==> config.mk <==
export PLATFORM = sky130hd
export DESIGN_NAME = uart_tx_arbiter_flat
export DESIGN_NICKNAME = d
export VERILOG_FILES = /design/src/rtl/uart_tx_arbiter_if.sv /design/src/rtl/uart_tx_arbiter.sv /design/src/flat_wrapper.sv
export SDC_FILE = /design/constraint.sdc
export NUM_CORES = 1
export LEC_CHECK = 0
export CORE_ASPECT_RATIO = 0.75
export CORE_UTILIZATION = 51
export DETAILED_ROUTE_END_ITERATION = 10
export GPL_ROUTABILITY_DRIVEN = 0
export GPL_TIMING_DRIVEN = 0
export PLACE_DENSITY = 0.86
export SLEW_MARGIN = 25
export SYNTH_ARGS = -nofsm -noshare
export SYNTH_HDL_FRONTEND = slang
export SYNTH_SLANG_ARGS = --single-unit
==> constraint.sdc <==
create_clock -name clk -period 5.75 [get_ports clk]
set_input_delay 1.15 -clock clk [delete_from_list [all_inputs] [get_ports clk]]
set_output_delay 1.15 -clock clk [all_outputs]
set_load 0.05 [all_outputs]
==> src/rtl/uart_tx_arbiter_if.sv <==
// -----------------------------------------------------------------------------
// uart_tx_arbiter_if
// Bundle of every signal between the UART TX arbiter, its byte producers and
// the UART transmitter.
//
// Signals:
//   req           producer -> arbiter   per-requester request level
//   req_data      producer -> arbiter   byte per requester, requester i at [8i+7:8i]
//   gnt           arbiter  -> producer  one-hot one-cycle "byte accepted" pulse
//   done          arbiter  -> producer  one-hot one-cycle "frame finished" pulse
//   tx_writestart arbiter  -> UART TX   one-cycle start pulse
//   tx_data       arbiter  -> UART TX   byte being sent
//   tx_writedone  UART TX  -> arbiter   one-cycle frame-complete pulse
//   busy          arbiter  -> system    arbiter not idle
//   owner         arbiter  -> system    current / last granted requester
//   timeout_err   arbiter  -> system    sticky timeout flag (UART_ARB_TIMEOUT_EN only)
//
// Modports: master = the arbiter's view, slave = the surrounding system's view.
// Optional feature macro: UART_ARB_TIMEOUT_EN
// -----------------------------------------------------------------------------
interface uart_tx_arbiter_if #(
    parameter int NUM_REQ = 4
);
    logic [NUM_REQ-1:0]   req;
    logic [8*NUM_REQ-1:0] req_data;
    logic [NUM_REQ-1:0]   gnt;
    logic [NUM_REQ-1:0]   done;
    logic                 tx_writestart;
    logic [7:0]           tx_data;
    logic                 tx_writedone;
    logic                 busy;
    logic [2:0]           owner;
`ifdef UART_ARB_TIMEOUT_EN
    logic                 timeout_err;

    modport master (
        input  req, req_data, tx_writedone,
        output gnt, done, tx_writestart, tx_data, busy, owner, timeout_err
    );

    modport slave (
        output req, req_data, tx_writedone,
        input  gnt, done, tx_writestart, tx_data, busy, owner, timeout_err
    );
`else
    modport master (
        input  req, req_data, tx_writedone,
        output gnt, done, tx_writestart, tx_data, busy, owner
    );

    modport slave (
        output req, req_data, tx_writedone,
        input  gnt, done, tx_writestart, tx_data, busy, owner
    );
`endif
endinterface

==> src/rtl/uart_tx_arbiter.sv <==
// -----------------------------------------------------------------------------
// uart_tx_arbiter
// Round-robin scheduler sharing one UART transmitter among NUM_REQ byte
// producers. One byte is accepted per grant, handed to the transmitter with a
// one-cycle writestart pulse, held until writedone, and followed by an idle
// gap of GAP_CYCLES clocks before the next grant.
//
// Ports:
//   clk    system clock, rising edge
//   reset  synchronous, active-high reset
//   bus    uart_tx_arbiter_if.master (req/req_data/gnt/done/tx_*/busy/owner
//          and, with the optional feature, timeout_err)
//
// Parameters:
//   NUM_REQ        number of requesters (2..8)
//   GAP_CYCLES     idle clocks between writedone and the next grant (0..15)
//   TIMEOUT_CYCLES clocks to wait for writedone before aborting
//                  (only used with the optional feature)
//
// Optional feature macro: UART_ARB_TIMEOUT_EN
//   Defined   : WAIT_DONE aborts after TIMEOUT_CYCLES clocks, raising the
//               sticky timeout_err flag and pulsing done[owner].
//   Undefined : WAIT_DONE waits indefinitely; no timeout logic or port.
//
// All outputs come straight from registers.
// -----------------------------------------------------------------------------
module uart_tx_arbiter #(
    parameter int NUM_REQ        = 4,
    parameter int GAP_CYCLES     = 2,
    parameter int TIMEOUT_CYCLES = 64
) (
    input  logic                     clk,
    input  logic                     reset,
    uart_tx_arbiter_if.master        bus
);

    typedef enum logic [1:0] {
        IDLE,
        START,
        WAIT_DONE,
        GAP
    } state_t;

    // Gap counter is loaded with GAP_CYCLES-1 so that GAP lasts exactly
    // GAP_CYCLES clocks; guarded so GAP_CYCLES=0 does not underflow.
    localparam logic [3:0] GAP_LOAD = (GAP_CYCLES > 0) ? 4'(GAP_CYCLES - 1) : 4'd0;

    state_t               state_reg, state_next;
    logic [NUM_REQ-1:0]   gnt_reg, gnt_next;
    logic [NUM_REQ-1:0]   done_reg, done_next;
    logic                 tx_writestart_reg, tx_writestart_next;
    logic [7:0]           tx_data_reg, tx_data_next;
    logic                 busy_reg, busy_next;
    logic [2:0]           owner_reg, owner_next;
    logic [2:0]           last_grant_reg, last_grant_next;
    logic [3:0]           gap_cnt_reg, gap_cnt_next;

`ifdef UART_ARB_TIMEOUT_EN
    localparam int TO_W = $clog2(TIMEOUT_CYCLES + 1);
    localparam logic [TO_W-1:0] TO_LAST = TO_W'(TIMEOUT_CYCLES - 1);

    logic [TO_W-1:0]      to_cnt_reg, to_cnt_next;
    logic                 timeout_err_reg, timeout_err_next;
`endif

    // -------------------------------------------------------------------------
    // Requests and bytes padded to 8 slots so a 3-bit index always fits.
    // -------------------------------------------------------------------------
    logic [7:0] req_pad;
    logic [7:0] byte_arr [8];

    genvar gi;
    generate
        for (gi = 0; gi < 8; gi++) begin : g_slot
            if (gi < NUM_REQ) begin : g_used
                assign req_pad[gi]  = bus.req[gi];
                assign byte_arr[gi] = bus.req_data[8*gi +: 8];
            end else begin : g_pad
                assign req_pad[gi]  = 1'b0;
                assign byte_arr[gi] = 8'd0;
            end
        end
    endgenerate

    // -------------------------------------------------------------------------
    // Round-robin search: candidate gi is the requester gi positions after the
    // last grant (modulo NUM_REQ). The lowest offset with a request wins.
    // -------------------------------------------------------------------------
    logic [2:0]         cand_idx [1:NUM_REQ];
    logic [NUM_REQ:1]   cand_hit;
    logic [2:0]         winner;

    generate
        for (gi = 1; gi <= NUM_REQ; gi++) begin : g_cand
            logic [3:0] sum;
            assign sum          = {1'b0, last_grant_reg} + 4'(gi);
            assign cand_idx[gi] = (sum >= 4'(NUM_REQ)) ? 3'(sum - 4'(NUM_REQ)) : sum[2:0];
            assign cand_hit[gi] = req_pad[cand_idx[gi]];
        end
    endgenerate

    always_comb begin
        winner = '0;
        // Walk from the farthest candidate down so the nearest one wins.
        for (int i = NUM_REQ; i >= 1; i--) begin
            if (cand_hit[i]) begin
                winner = cand_idx[i];
            end
        end
    end

    // -------------------------------------------------------------------------
    // State and output registers
    // -------------------------------------------------------------------------
    always_ff @(posedge clk) begin
        if (reset) begin
            state_reg         <= IDLE;
            gnt_reg           <= '0;
            done_reg          <= '0;
            tx_writestart_reg <= 1'b0;
            tx_data_reg       <= 8'd0;
            busy_reg          <= 1'b0;
            owner_reg         <= 3'd0;
            last_grant_reg    <= 3'(NUM_REQ - 1);
            gap_cnt_reg       <= 4'd0;
`ifdef UART_ARB_TIMEOUT_EN
            to_cnt_reg        <= '0;
            timeout_err_reg   <= 1'b0;
`endif
        end else begin
            state_reg         <= state_next;
            gnt_reg           <= gnt_next;
            done_reg          <= done_next;
            tx_writestart_reg <= tx_writestart_next;
            tx_data_reg       <= tx_data_next;
            busy_reg          <= busy_next;
            owner_reg         <= owner_next;
            last_grant_reg    <= last_grant_next;
            gap_cnt_reg       <= gap_cnt_next;
`ifdef UART_ARB_TIMEOUT_EN
            to_cnt_reg        <= to_cnt_next;
            timeout_err_reg   <= timeout_err_next;
`endif
        end
    end

    // -------------------------------------------------------------------------
    // Next-state and next-output logic
    // -------------------------------------------------------------------------
    logic frame_end;

    always_comb begin
        state_next         = state_reg;
        gnt_next           = '0;
        done_next          = '0;
        tx_writestart_next = 1'b0;
        tx_data_next       = tx_data_reg;
        owner_next         = owner_reg;
        last_grant_next    = last_grant_reg;
        gap_cnt_next       = gap_cnt_reg;
        frame_end          = 1'b0;
`ifdef UART_ARB_TIMEOUT_EN
        to_cnt_next        = to_cnt_reg;
        timeout_err_next   = timeout_err_reg;
`endif

        case (state_reg)
            IDLE: begin
                if (|cand_hit) begin
                    state_next      = START;
                    gnt_next        = NUM_REQ'(8'd1 << winner);
                    tx_data_next    = byte_arr[winner];
                    owner_next      = winner;
                    last_grant_next = winner;
                end
            end

            START: begin
                tx_writestart_next = 1'b1;
                state_next         = WAIT_DONE;
`ifdef UART_ARB_TIMEOUT_EN
                to_cnt_next        = '0;
`endif
            end

            WAIT_DONE: begin
                // A writedone coinciding with our own writestart pulse cannot
                // belong to this frame.
                if (bus.tx_writedone && !tx_writestart_reg) begin
                    frame_end = 1'b1;
                end
`ifdef UART_ARB_TIMEOUT_EN
                else if (to_cnt_reg == TO_LAST) begin
                    frame_end        = 1'b1;
                    timeout_err_next = 1'b1;
                end else begin
                    to_cnt_next = to_cnt_reg + 1'b1;
                end
`endif
                if (frame_end) begin
                    done_next = NUM_REQ'(8'd1 << owner_reg);
                    if (GAP_CYCLES > 0) begin
                        state_next   = GAP;
                        gap_cnt_next = GAP_LOAD;
                    end else begin
                        state_next   = IDLE;
                    end
                end
            end

            GAP: begin
                if (gap_cnt_reg == 4'd0) begin
                    state_next = IDLE;
                end else begin
                    gap_cnt_next = gap_cnt_reg - 1'b1;
                end
            end

            default: begin
                state_next = IDLE;
            end
        endcase

        busy_next = (state_next != IDLE);
    end

    assign bus.gnt           = gnt_reg;
    assign bus.done          = done_reg;
    assign bus.tx_writestart = tx_writestart_reg;
    assign bus.tx_data       = tx_data_reg;
    assign bus.busy          = busy_reg;
    assign bus.owner         = owner_reg;
`ifdef UART_ARB_TIMEOUT_EN
    assign bus.timeout_err   = timeout_err_reg;
`endif

endmodule

==> src/flat_wrapper.sv <==
// flat-port wrapper written by rule: the top's interface ports become plain ports
module uart_tx_arbiter_flat 
#(
    parameter int NUM_REQ        = 4,
    parameter int GAP_CYCLES     = 2,
    parameter int TIMEOUT_CYCLES = 64
)
  (clk, reset, bus_req, bus_req_data, bus_tx_writedone, bus_gnt, bus_done, bus_tx_writestart, bus_tx_data, bus_busy, bus_owner);
  uart_tx_arbiter_if #(.NUM_REQ(NUM_REQ)) bus_i ();
  input  logic clk;
  input  logic reset;
  input wire logic [$bits(bus_i.req)-1:0] bus_req;
  input wire logic [$bits(bus_i.req_data)-1:0] bus_req_data;
  input wire logic [$bits(bus_i.tx_writedone)-1:0] bus_tx_writedone;
  output wire logic [$bits(bus_i.gnt)-1:0] bus_gnt;
  output wire logic [$bits(bus_i.done)-1:0] bus_done;
  output wire logic [$bits(bus_i.tx_writestart)-1:0] bus_tx_writestart;
  output wire logic [$bits(bus_i.tx_data)-1:0] bus_tx_data;
  output wire logic [$bits(bus_i.busy)-1:0] bus_busy;
  output wire logic [$bits(bus_i.owner)-1:0] bus_owner;
  assign bus_i.req = bus_req;
  assign bus_i.req_data = bus_req_data;
  assign bus_i.tx_writedone = bus_tx_writedone;
  assign bus_gnt = bus_i.gnt;
  assign bus_done = bus_i.done;
  assign bus_tx_writestart = bus_i.tx_writestart;
  assign bus_tx_data = bus_i.tx_data;
  assign bus_busy = bus_i.busy;
  assign bus_owner = bus_i.owner;
  uart_tx_arbiter #(.NUM_REQ(NUM_REQ), .GAP_CYCLES(GAP_CYCLES), .TIMEOUT_CYCLES(TIMEOUT_CYCLES)) u_core (.clk(clk), .reset(reset), .bus(bus_i));
endmodule
# After elaboration in Yosys (flattened, before gate mapping)
# Cells that the tools add are included.
# word_totals
register_bits	30
latch_bits	0
ram_bits	0
rom_bits	0
inputBits	39
output_inout_bits	21
elab_cells	79
memories	0
# classes
addsub	9
mul	0
n_div	0
n_lt_le_gt_ge	9
eq_ne	5
shifts	2
n_mux	29
bitwise_logic	5
reduce_logical	11
# ops
operator	n
$bmux W8 S3	1
$mux W3	8
$ge A4 B3 Y1 const B	4
$lt A3 B4 Y1 const B	4
$mux W8	2
$bmux W1 S3	4
$sub A3 B3 Y3 const B	4
$add A3 B2 Y4 const B	2
$mux W4	2
$pmux W2 S4	1
$pmux W4 S2	1
$shl A1 B3 Y4 const A	2
$mux W1	7
$mux W2	3
$reduce_or A3 Y1	2
$add A3 B1 Y4 const B	1
$add A3 B3 Y4 const B	1
$eq A2 B2 Y1 const B	2
$ge A4 B4 Y1 const B	1
$logic_not A4 Y1	1
$not A1 Y1	4
$not A3 Y4	1
$reduce_bool A2 Y1	2
$reduce_or A4 Y1	1
9 further kinds	9

# Depth between registers and ports, before layout
# Gate-level depths: netlist (run 1).
# depth
ltp_word	13
mapped_depth	12
mapped_depth_nobuf	9

# Worst setup path after synthesis (run 1)
# No wires, ideal clock.
# synth_path
path_type	input -> register
start	input bus_req[3]
end	register u_core.tx_data_reg[3] (netlist: u_core.bus.tx_data[3])
arrival_ns	2.847
required_ns	5.628
setup_slack_ns	2.781
stages	8
n_path_buf	2
cell_sequence	buf_6 -> mux4_2 -> a211oi_2 -> o22ai_2 -> buf_4 -> mux2i_1 -> o22ai_1 -> a221o_1
# synth_between
elab_chain_len	10
# synth_rtl
item	line_no	source
start: declaration	flat_wrapper.sv:12	input wire logic [$bits(bus_i.req)-1:0] bus_req;
$bmux W1 S3	uart_tx_arbiter.sv:98	assign cand_hit[gi] = req_pad[cand_idx[gi]];
$mux W1 (implied by the code)	uart_tx_arbiter.sv:98	
$mux W3 (4 in a row)	uart_tx_arbiter.sv:106	if (cand_hit[i]) begin
$not A3 Y4 (implied by the code)	uart_tx_arbiter.sv:172	tx_data_next = byte_arr[winner];
$bmux W8 S3	uart_tx_arbiter.sv:172	
$mux W8 (implied by the code) (2 in a row)	uart_tx_arbiter.sv:172	
end signal: assignment	uart_tx_arbiter.sv:135	tx_data_reg <= tx_data_next;
end: declaration	uart_tx_arbiter.sv:52	logic [7:0] tx_data_reg, tx_data_next;
# Several ways; a longest one is shown, not always the timed one. The select of a mux whose other input is x is not followed.
# A chain may end at the register's enable or synchronous reset.

# Worst setup path after layout (run 1)
# layout_path
start	input bus_req[1]
end	register u_core.tx_data_reg[6] (netlist: u_core.bus.tx_data[6])
# Same word-level chain as after synthesis.

==> reports/qor.txt, run 1 <==
asr flop ratio synth - 0%
max reg flops - 8
PostCTS Resize Cnt - 0
Cell Rows - 19
Power Density - 528 nW/um2
cts hold-fix bufs - 0
CTS max path bufs - 2
share of layout cells above drive strength 1 - 13.7%
Final #Nets - 322
vias in the first global route - 1831
clk_skew - 0.00667 ns
PortBufs - 58
worst rel slew slack - 51.3%
Fillers - 302
worst vdd rail ir drop - 411 uV
Sw Share - 47.5%
met3 Usage GRT - 6.16%
DP HPWL - 3870 um
Antenna diodes - 0
r2r startpoint - u_core.last_grant_reg[0]
Final Hold Fails - 0
critical path type - input pin to register
GR Layer Usage met1 - 39.8%
post-synthesis sequential area ratio - 29.0%
H-Tree Depth - 2
HP Class - register to register
switching pwr - 0.000682 W
hold worst-path end - u_core.bus.tx_data[4]
antenna violations before repair - 0
Worst-Skew Late Latency - 0.28 ns
Sequential Power Share - 20.0%
Top FF cell, synth - dfxtp_1
min cycle time layout - 3.41 ns
initial DRC count - 144
io pins - 60
reg2reg end - u_core.bus.tx_data[6]
Crit Path Max Fanout - 8
Net Count, Synth - 257
P&R area growth vs syn - 36.0%
FMAX - 294 MHz
Synth cell types - 58
global-route wire length before repair - 8420 um
CP arrival - 3.57 ns
final setup fails - 0
WP data required - 5.92 ns
max_cap viols - 0
Int Pwr - 0.000753 W
Leak - 1.13 nW
most used routing layer - met1
via count - 1907
die area - 4180 um2
post-CTS setup repair buffer count - 0
EDFF count, synth - 0
CTS root buf - clkbuf_8
Clock Sinks - 29
ANT nets after route - 0
Seq. cell area - 581 um2
yosys warns - 0
die height - 56.2 um
DR WL/cell - 15.6 um
endpoint type of the worst setup path - register
fin worst setup slack - 2.34 ns
R2R depth - 11
Slew Limit Fails - 0
DRC violation count after routing - 0
CTS clk-pin slew, worst paths - 0.06 ns
Worst Hold Depth - 2
Syn Inst Count - 214
Post-Syn Area - 2000 um2
Initial Utilization - 53.9%
Total Power Consumption - 0.00144 W
unrepaired setup endpoints after global routing - no
hold_sp - u_core.bus.tx_data[4]
crit share post-route - 59.2%
TritonRoute pass-1 iters - 4
final WL - 5160 um
outcome - finished, final reports clean
number of synthesized register bits - 29
GR Util met2 - 36.5%
TritonCTS clock tree - yes
Final TNS setup - 0 ns
multi-input logic area - 1310 um2
chip width - 74.3 um
CP Launch Type - input pin
core outline area - 3710 um2
clock share of power - 10.4%
drt via density - 5.78
largest net degree at the start of global routing - 11
Avg Inst Size Synth - 9.34 um2
grt ovf - 0
total track usage - 26.6%
R2R setup slack - 2.55 ns
Post-Place Setup Slack - 2.10 ns
Worst Max-Slew Pin Slew - 0.731 ns
Comb pwr share - 69.5%
Inserted Clock Buffers - 5
cell type report:
cell class              instances  share of cell area [%]
plain buffers                  12                    3.13
clock buffers                   5                    2.53
clock inverters                 1                   0.184
inverters                       6                   0.828
multi-input cells             167                    48.2
flip-flops and latches         29                    21.4
well taps                      52                    2.39
repair buffers                 58                    21.4
cells by family (layout without fill, tap and decap cells):
| group | after synthesis | count (layout) | synth area share, % |
|---|---|---|---|
| and+or+nand+nor | 71 | 71 | 18.6 |
| AOI/OAI and AO/OA | 54 | 54 | 24.2 |
| xor gates and xnor gates | 2 | 2 | 0.876 |
| muxes | 36 | 36 | 19.5 |
| buffers and inverters | 18 | 82 | 5.38 |
| adders and majority gates | 4 | 4 | 2.50 |
| DFF | 29 | 29 | 29.0 |
worst max path at each step:
stage,startpoint,to,cells after the start
6_report,bus_req[1],u_core.bus.tx_data[6],8
5_1_grt,bus_req[2],u_core.bus.tx_data[1],9
4_1_cts,bus_req[2],u_core.bus.tx_data[3],8
3_5_place_dp,bus_req[1],u_core.bus.tx_data[6],8
3_3_place_gp,bus_req[2],u_core.bus.tx_data[3],8
2_1_floorplan,bus_req[3],u_core.bus.tx_data[3],8
cell usage in the layout, fill, tap and decap left out, types with 2 or more instances in the layout:
master,netlist,routed
clkdlybuf4s50_1,0,58
dfxtp_1,29,29
mux2i_1,28,28
nor2_1,17,17
nand2_1,14,14
nor3_1,9,9
o22ai_1,8,8
nand2b_1,7,7
inv_1,5,5
a32oi_1,5,5
clkbuf_8,0,5
and3_1,4,4
mux2_2,4,4
nor2b_1,4,4
o221ai_1,4,4
o21ai_0,4,4
a221o_1,4,4
o21ai_1,4,4
ha_1,4,4
buf_4,3,3
clkbuf_1,3,3
nor3b_1,3,3
buf_6,3,3
or2_2,3,3
a21oi_1,3,3
buf_2,2,2
nand3_1,2,2
a21oi_4,2,2
a211oi_2,2,2
mux2_4,2,2
a211oi_1,2,2
and2_1,2,2
metrics by stage:
step,area [um2],utilization [%],cells,hold slack (ns)
final,2720,73.3,330,0.491
after global routing,2720,73.3,330,0.523
after global placement,2650,71.3,324,0.459
after CTS,2720,73.3,330,0.486
after floorplan,2000,-,214,0.469
after detailed placement,2650,71.3,324,0.461
cells in the mapped netlist, types with 5 or more instances:
master | count | area (um2)
dfxtp_1 | 29 | 581
mux2i_1 | 28 | 280
nor2_1 | 17 | 63.8
nand2_1 | 14 | 52.6
nor3_1 | 9 | 45.0
o22ai_1 | 8 | 50.1
nand2b_1 | 7 | 43.8
a32oi_1 | 5 | 43.8
inv_1 | 5 | 18.8
layer usage:
layer | up-vias | wire [um] | share of wire, %
li1 | 948 | - | -
met1 | 878 | 2490 | 48
met2 | 75 | 2180 | 42
met3 | 6 | 413 | 8.0
met4 | 0 | 72 | 1.4
met5 | - | 0 | 0
worst max-delay path, cell delays in order:
cell             delay, ns
clkdlybuf4s50_1       0.49
nor2b_1               0.20
a211oi_2              0.37
nor2_1                0.23
o31a_1                0.46
nand2_1               0.22
o22ai_1               0.10
a221o_1               0.35
power groups by stage:
stage / logic [W] / registers [W] / clock network (W)
CTS: 0.000991 / 0.000286 / 0.000151
detailed placement: 0.000983 / 0.000289 / 0
finish: 0.000998 / 0.000287 / 0.000150
global placement: 0.000971 / 0.000288 / 0
global route: 0.00106 / 0.000294 / 0.000161
floorplan: 0.000632 / 0.000408 / 0
Note: power is estimated with default switching activity, not from simulation.
==> inputs of run 2 (changes only) <==
- CORE_UTILIZATION: 51 -> 43
- PLACE_DENSITY: 0.86 -> 0.77
- clock period: 5.75 -> 3 ns (I/O delays scaled with it)
==> reports/qor.txt, run 2 (same netlist as run 1, synthesis figures left out) <==
hold_sp - u_core.bus.tx_data[4]
antenna violations before repair - 0 (unchanged)
clk_skew - 0.00764 ns (+0.000967 ns)
CP arrival - 3.13 ns (-0.44 ns)
global-route wire length before repair - 8260 um (-1.9%)
PortBufs - 58 (unchanged)
post-placement cell count - 329 (+1.5%)
Crit Path Max Fanout - 10 (+2)
outcome - finished, final reports clean
crit path cell chain - buf_6 > inv_4 > ha_4 > buf_6 > mux2_4 > o32ai_2 > a211oi_2 > o31ai_4 > buf_6 > mux2_2 > o22ai_1 > a221o_1
cts hold-fix bufs - 0 (unchanged)
min cycle time layout - 2.89 ns
Finished Layout Cells - 340 (+3.0%)
DRC violation count after routing - 0 (unchanged)
TritonCTS clock tree - yes
worst vdd rail ir drop - 515 uV (+25%)
via count - 1943 (+1.9%)
DR WL met3 - 360 um (-13%)
post-route cell area - 2820 um2 (+3.8%)
CP endpoint - u_core.bus.tx_data[0]
Clock Sinks - 29 (unchanged)
R2R setup slack - 0.11 ns (-2.44 ns)
Initial Utilization - 44.8% (-9.2 points)
WP data required - 3.24 ns (-2.68 ns)
Crit path top cell by count - buf_6
FMAX - 346 MHz
final WL - 5300 um (+2.7%)
chip width - 80.7 um (+8.7%)
top layer reached by signal wires - met4
TritonRoute pass-1 iters - 5 (+1)
endpoint type of the worst setup path - register
routed length on met1 - 2640 um (+6.1%)
Power Density - 1040 nW/um2 (+97%)
most frequent cells in the layout - clkdlybuf4s50_1, mux2i_1, dfxtp_1, nor2_1, nand2_1
Final Hold Fails - 0 (unchanged)
CP max-delay cell - dfxtp_4
R2R depth - 12 (+1)
Fillers - 387 (+28%)
Setup crit start - u_core.last_grant_reg[0]
area of placed instances - 2650 um2 (+0.24%)
HP Class - register to register
core outline area - 4470 um2 (+20%)
io pins - 60 (unchanged)
Cell Rows - 21 (+2)
critical path type - register to register
DR WL/cell - 15.6 um (-0.31%)
CTS root buf - clkbuf_8
total track usage - 22.6% (-4.0 points)
max_cap viols - 0 (unchanged)
Worst Max-Slew Pin Slew - 0.570 ns (-0.162 ns)
CP Launch Type - register
final setup fails - 0 (unchanged)
largest net degree at the start of global routing - 11 (unchanged)
r2r startpoint - u_core.last_grant_reg[0]
reg2reg end - u_core.bus.tx_data[0]
H-Tree Depth - 2 (unchanged)
met2 routed WL - 2250 um (+3.2%)
initial DRC count - 125 (-13%)
grt ovf - 0 (unchanged)
vias in the first global route - 1697 (-7.3%)
Inserted Clock Buffers - 5 (unchanged)
max reg flops - 8 (unchanged)
Final #Nets - 325 (+0.93%)
CTS max path bufs - 2 (unchanged)
Leak - 1.16 nW (+3.2%)
drt via density - 5.71 (-1.1%)
crit share post-route - 96.5%
WHS - 0.483 ns (-0.00878 ns)
Worst-Skew Late Latency - 0.29 ns (about the same)
die area - 4930 um2 (+18%)
Antenna diodes - 0 (unchanged)
worst rel slew slack - 62.0% (+11 points)
Slew Limit Fails - 0 (unchanged)
die height - 61.1 um (+8.6%)
P&R area growth vs syn - 41.1%
slowest cell delay on critical path - 0.40 ns (-0.09 ns)
DP HPWL - 3870 um (+0.16%)
CTS clk-pin slew, worst paths - 0.07 ns (about the same)
share of layout cells above drive strength 1 - 17.0% (+3.3 points)
ANT nets after route - 0 (unchanged)
commonest non-fill, non-tap cell in the layout - clkdlybuf4s50_1
## run 2: cell types whose count changed in the layout (fill, tap and decap cells not counted), sizes merged
| cell | previous run | this run |
|---|---|---|
| buf | 8 | 12 |
| clkinv | 1 | 2 |
## run 2: worst min-delay path by stage
stage                                     to  slack [ns]  cells after the start
finish                 u_core.bus.tx_data[4]        0.48                      2
global route           u_core.bus.tx_data[1]        0.51                      2
CTS                    u_core.bus.tx_data[1]        0.49                      2
detailed placement     u_core.bus.tx_data[1]        0.46                      2
global placement       u_core.bus.tx_data[1]        0.45                      2
floorplan           u_core.bus.tx_writestart        0.47                      1
## run 2: power by group
part | total [W] | internal (W) | switching, W
logic | 0.00203 | 0.000894 | 0.00113
registers | 0.000558 | 0.000486 | 0.0000712
clock network | 0.000354 | 0.000186 | 0.000168
total | 0.00294 | 0.00157 | 0.00137
## run 2: critical path, delay by kind of cell, from the launching register on
| family | cells | cell delay, ns |
|---|---|---|
| AOI/OAI and AO/OA | 5 | 0.98 |
| adders and majority gates | 1 | 0.28 |
| buffers and inverters | 4 | 0.54 |
| DFF | 1 | 0.40 |
| muxes | 2 | 0.64 |
## run 2: metrics by stage
| step | utilization [%] | setup TNS (ns) | setup WS [ns] | power (W) |
|---|---|---|---|---|
| floorplan | - | 0 | 0.199 | 0.00199 |
| global placement | 59.4 | -1.32 | -0.210 | 0.00241 |
| detailed placement | 59.4 | -1.47 | -0.171 | 0.00243 |
| CTS | 62.8 | 0 | 0.0553 | 0.00289 |
| global route | 63.2 | -0.000562 | -0.000562 | 0.00311 |
| finish | 63.2 | 0 | 0.106 | 0.00294 |
## run 2: final cells by class
type	count	area, um2	share of cell area (%)
Multi-Input combinational cell	167	1340	47.5
Timing Repair Buffer	61	607	21.5
Sequential cell	29	586	20.8
Buffer	12	96.3	3.41
Clock buffer	6	82.6	2.93
Tap cell	57	71.3	2.53
Inverter	6	25.0	0.887
Clock inverter	2	13.8	0.488
## run 2: layer usage
metal / track usage (%) / up-vias
met5: 0 / -
met3: 5.93 / 4
met1: 33.7 / 910
met2: 32.0 / 74
met4: 6.12 / 0
li1: - / 955
## run 2: what timing repair did
action / in CTS / in global routing
setup buffers: 3 / 0
gates resized for setup: 7 / 6
pin swaps: 1 / 0
setup endpoints to repair: 13 / 10
==> edit 1, RTL diff (flow settings as in run 1) <==
`NUM_REQ` is set to 4 in 3 places; all go to 5.
--- a/src/rtl/uart_tx_arbiter_if.sv
+++ b/src/rtl/uart_tx_arbiter_if.sv
@@ -19,7 +19,7 @@
 // Optional feature macro: UART_ARB_TIMEOUT_EN
 // -----------------------------------------------------------------------------
 interface uart_tx_arbiter_if #(
-    parameter int NUM_REQ = 4
+    parameter int NUM_REQ = 5
 );
     logic [NUM_REQ-1:0]   req;
     logic [8*NUM_REQ-1:0] req_data;
--- a/src/rtl/uart_tx_arbiter.sv
+++ b/src/rtl/uart_tx_arbiter.sv
@@ -25,7 +25,7 @@
 // All outputs come straight from registers.
 // -----------------------------------------------------------------------------
 module uart_tx_arbiter #(
-    parameter int NUM_REQ        = 4,
+    parameter int NUM_REQ        = 5,
     parameter int GAP_CYCLES     = 2,
     parameter int TIMEOUT_CYCLES = 64
 ) (
--- a/src/flat_wrapper.sv
+++ b/src/flat_wrapper.sv
@@ -1,7 +1,7 @@
 // flat-port wrapper written by rule: the top's interface ports become plain ports
 module uart_tx_arbiter_flat 
 #(
-    parameter int NUM_REQ        = 4,
+    parameter int NUM_REQ        = 5,
     parameter int GAP_CYCLES     = 2,
     parameter int TIMEOUT_CYCLES = 64
 )
Ports: changed (resized bus_done, bus_gnt, bus_req and bus_req_data); port bits go from 60 to 71. The function was not compared with the original's and may differ.
==> edit 1 against run 1 <==
- design area grew 36%
- core utilization down 4.3 points
- area after synthesis grew 41%
- clock skew fell by 0.0013 ns
- sequential cell count is 1 higher
- setup slack got worse by 1.2 ns
- clock power rose by 19%
- routed wire length rose by 58%
- total power up 70%
==> edit 1: results <==
[critical_path]
crit_fanout = 10
crit_family = buffers and inverters
cpPeakStageDelay_ns = 0.54
cp.arrival_ns = 4.76
r2r_setup_slack_ns = 1.18
crit_slowest_cell = a311oi_4
crit_buf_inv = 3

[grt]
grtUsageTotal_pct = 28.69
antenna_found_initial = 0
grt_pass1_wl_um = 12740
grt_max_degree = 11
grt_pass1_vias = 2649

[worst_hold_path]
worst_hold_path_type = register to register

[yosys]
postSynth.asyncResetShare_pct = 0
yosysSeqAreaShare_pct = 21.25
ys.flop_type = dfxtp_1
ys_top_cells_by_area = dfxtp_1 21%, ha_1 5.8%, and3_1 4.6%
synthesis.nets = 394
synth_commonest_cells = 30 x dfxtp_1, 29 x nand2_1, 22 x nor2_1
ys_types = 68
yosys_warnings = 0

[clocking]
root_buffer = clkbuf_8
clk_latency_ns = 0.28
htreeDepth = 2
cts_resized = 0
clock_path_buffers = 2
numCtsBuffers = 5
cts_setup_buffers = 0
clk_pin_slew_worst_paths_ns = 0.07

[placement]
port-buffer-count = 68
hpwlAfterDp_um = 6212

[sta]
max-slew-margin-rel_pct = 61.34
clock_skew_ns = 0.005401

[finish]
drive_above_1_share_pct = 15.44
nets = 469
diodes = 0
largest_reg_flops = 8

[routing]
wire_per_inst_um = 16.84
drt_iter0_markers = 301
dr.pass1.iters = 5
vias_per_cell = 6.021

[power_and_ir_drop]
ir_worst_vdd_v = 0.0004228
p_leak_nw = 1.446
p_sw_share_pct = 52.93

[run_status]
status = finished clean
[edit 1: layer usage]
metal	track usage, %	share of wire (%)	up-vias
met5	0	0	-
met2	44.57	45	136
met4	8.607	1.5	0
met1	39.80	46	1363
li1	-	-	1390
met3	5.824	7.9	19
[edit 1: power groups by stage]
stage | combinational (mW) | sequential, mW | clock (mW)
after floorplan | 1.38 | 0.418 | 0
after global placement | 1.87 | 0.309 | 0
after detailed placement | 1.92 | 0.309 | 0
after CTS | 1.93 | 0.305 | 0.182
after global routing | 2.11 | 0.314 | 0.192
final | 1.96 | 0.306 | 0.179
[edit 1: area by class of cell]
| type | instances | area [µm²] |
|---|---|---|
| clock buffer | 6 | 82.58 |
| tap | 75 | 93.84 |
| fill | 437 | 1657 |
| inverter | 13 | 48.80 |
| clock inverter | 2 | 12.51 |
| buffer | 24 | 181.4 |
| timing repair buffer | 68 | 680.7 |
| multi-input combinational | 265 | 1996 |
| sequential | 30 | 600.6 |
[edit 1: worst paths after layout]
check,from,to,cells past startpoint
setup / recovery,u_core.last_grant_reg[1]$_SDFFE_PP0P_,u_core.bus.tx_data[5]$_SDFFE_PP0P_,13
hold / removal,u_core.bus.tx_data[7]$_SDFFE_PP0P_,u_core.bus.tx_data[7]$_SDFFE_PP0P_,2
setup reg to reg,u_core.last_grant_reg[1]$_SDFFE_PP0P_,u_core.bus.tx_data[5]$_SDFFE_PP0P_,13
hold reg to reg,u_core.bus.tx_data[7]$_SDFFE_PP0P_,u_core.bus.tx_data[7]$_SDFFE_PP0P_,2
[edit 1: cells by family after synthesis]
| group | after synthesis | synth area share, % |
|---|---|---|
| AND/OR/NAND/NOR | 134 | 26.65 |
| AO/OA/AOI/OAI | 101 | 29.75 |
| buffers and inverters | 37 | 8.146 |
| flip-flops | 30 | 21.25 |
| adder cells (fa/ha/maj) | 14 | 6.463 |
| multiplexers | 13 | 6.817 |
| XOR/XNOR | 3 | 0.9298 |
[edit 1: worst register-to-register path, delay by kind of cell (launching register included)]
family                   cells  cell delay (ns)
AND/OR/NAND/NOR              4             0.82
buffers and inverters        3             0.99
multiplexers                 2             0.86
adder cells (fa/ha/maj)      1             0.39
AO/OA/AOI/OAI                3             0.89
flip-flops                   1             0.52
[edit 1: per-stage QoR]
step           worst slack, ns  area [µm²]  cells  hold slack (ns)  power, mW
6_report                 1.178        3696    483           0.4560      2.445
5_1_grt                 0.9580        3696    483           0.4989      2.617
4_1_cts                  1.233        3696    483           0.4579      2.420
3_5_place_dp             1.237        3601    475           0.4424      2.233
3_3_place_gp             1.357        3601    475           0.4358      2.181
2_1_floorplan            2.154        2826    332           0.4604      1.797
==> edit 2, RTL diff (flow settings as in run 1) <==
Made on the original files. `tx_data_reg` no longer has a reset.
--- a/src/rtl/uart_tx_arbiter.sv
+++ b/src/rtl/uart_tx_arbiter.sv
@@ -118,7 +118,6 @@
             gnt_reg           <= '0;
             done_reg          <= '0;
             tx_writestart_reg <= 1'b0;
-            tx_data_reg       <= 8'd0;
             busy_reg          <= 1'b0;
             owner_reg         <= 3'd0;
             last_grant_reg    <= 3'(NUM_REQ - 1);
@@ -132,7 +131,6 @@
             gnt_reg           <= gnt_next;
             done_reg          <= done_next;
             tx_writestart_reg <= tx_writestart_next;
-            tx_data_reg       <= tx_data_next;
             busy_reg          <= busy_next;
             owner_reg         <= owner_next;
             last_grant_reg    <= last_grant_next;
@@ -142,6 +140,10 @@
             timeout_err_reg   <= timeout_err_next;
 `endif
         end
+    end
+
+    always_ff @(posedge clk) begin
+        tx_data_reg <= tx_data_next;
     end
 
     // -------------------------------------------------------------------------
Check against the original RTL: not equivalent (a bounded check fails within 4 cycles, from zero or initial values and one cycle with reset high).
==> edit 2 against run 1 <==
- setup slack improved by 0.39 ns
- sequential cell count unchanged
- routed wire length down 16%
- total power up 4.5%
- hold slack improved by 0.0081 ns
- area after synthesis is 20% lower
- core utilization increased by 6.1 points
- design area shrank 13%
- global-route usage is 1.6 points higher
==> edit 2: results <==
[run_status]
status = finished clean

[yosys]
ys_types = 47
synth-edff-count = 8
synthXorXnorAreaFrac_pct = 1.089
ys_top_cells_by_area = dfxtp_1 26%, mux2i_1 20%, edfxtp_1 15%
synthMuxAreaShare_pct = 19.91
synth_compound_area_share_pct = 10.73
synth_cells = 156
synth_commonest_cells = 32 x mux2i_1, 21 x dfxtp_1, 9 x nor2_1

[worst_hold_path]
hold_path.startpoint = u_core.bus.owner[1]$_SDFFE_PP0P_
hold_end = u_core.bus.done[1]$_SDFF_PP0_
min_path_cells = 1

[critical_path]
cp.arrival_ns = 3.05
reg2reg_to = u_core.bus.tx_data[7]$_SDFFCE_PP0P_
r2r_cells = 10
crit_start = bus_req[3]
crit_end = u_core.bus.tx_data[6]$_SDFFCE_PP0P_
crit_family = multiplexers
crit_fanout = 10

[finish]
clkCellAreaFrac_pct = 5.447
nets = 263
layout.nonclk_buf_share_pct = 27.82
clockBufferCount = 6
seq_cells = 29
drive_above_1_share_pct = 12.16
multi_input_cells = 110
signal_buffers = 69
final_area_mm2 = 0.002366
multi_input_area_um2 = 848.3

[placement]
hpwlAfterDp_um = 3118
dp.cells = 252
post_dp_cell_area_mm2 = 0.002237

[grt]
grtUsageTotal_pct = 28.20
met1_usage_pct = 33.38
use_met2_pct = 46.63
grt_util_met3_pct = 7.500
grt_pass1_wl_um = 6796

[routing]
vias_per_cell = 5.596
drt_iter0_markers = 88
routed-via-count = 1455
wl_met2_um = 2163
routed.top_layer = met4
dr_wl_met3_um = 226
dr.pass1.iters = 4

[sta]
tightest_slew_ns = 0.5499
min_period_ns = 3.018
clock_skew_ns = 0.002992

[floorplanning]
fp-row-count = 17

[power_and_ir_drop]
pg_comb_uw = 923
powerClk_uw = 237
power.internal_uw = 832.5
edit 2: cell types whose count changed after synthesis, moves of 4 or more:
cell | run 1 | this run
dfxtp_1 | 29 | 21
edfxtp_1 | 0 | 8
nor2_1 | 17 | 9
nand2_1 | 14 | 8
o22ai_1 | 8 | 2
a32oi_1 | 5 | 0
a21oi_1 | 3 | 7
a221o_1 | 4 | 0
mux2_2 | 4 | 0
mux2i_1 | 28 | 32
nand2b_1 | 7 | 3
o21ai_1 | 4 | 0
o221ai_1 | 4 | 0
edit 2: per-stage QoR:
| stage | total power, mW | hold slack, ns |
|---|---|---|
| 6_report | 1.500 | 0.4995 |
| 5_1_grt | 1.569 | 0.5170 |
| 4_1_cts | 1.498 | 0.4951 |
| 3_5_place_dp | 1.247 | 0.4794 |
| 3_3_place_gp | 1.219 | 0.4753 |
| 2_1_floorplan | 1.023 | 0.4690 |
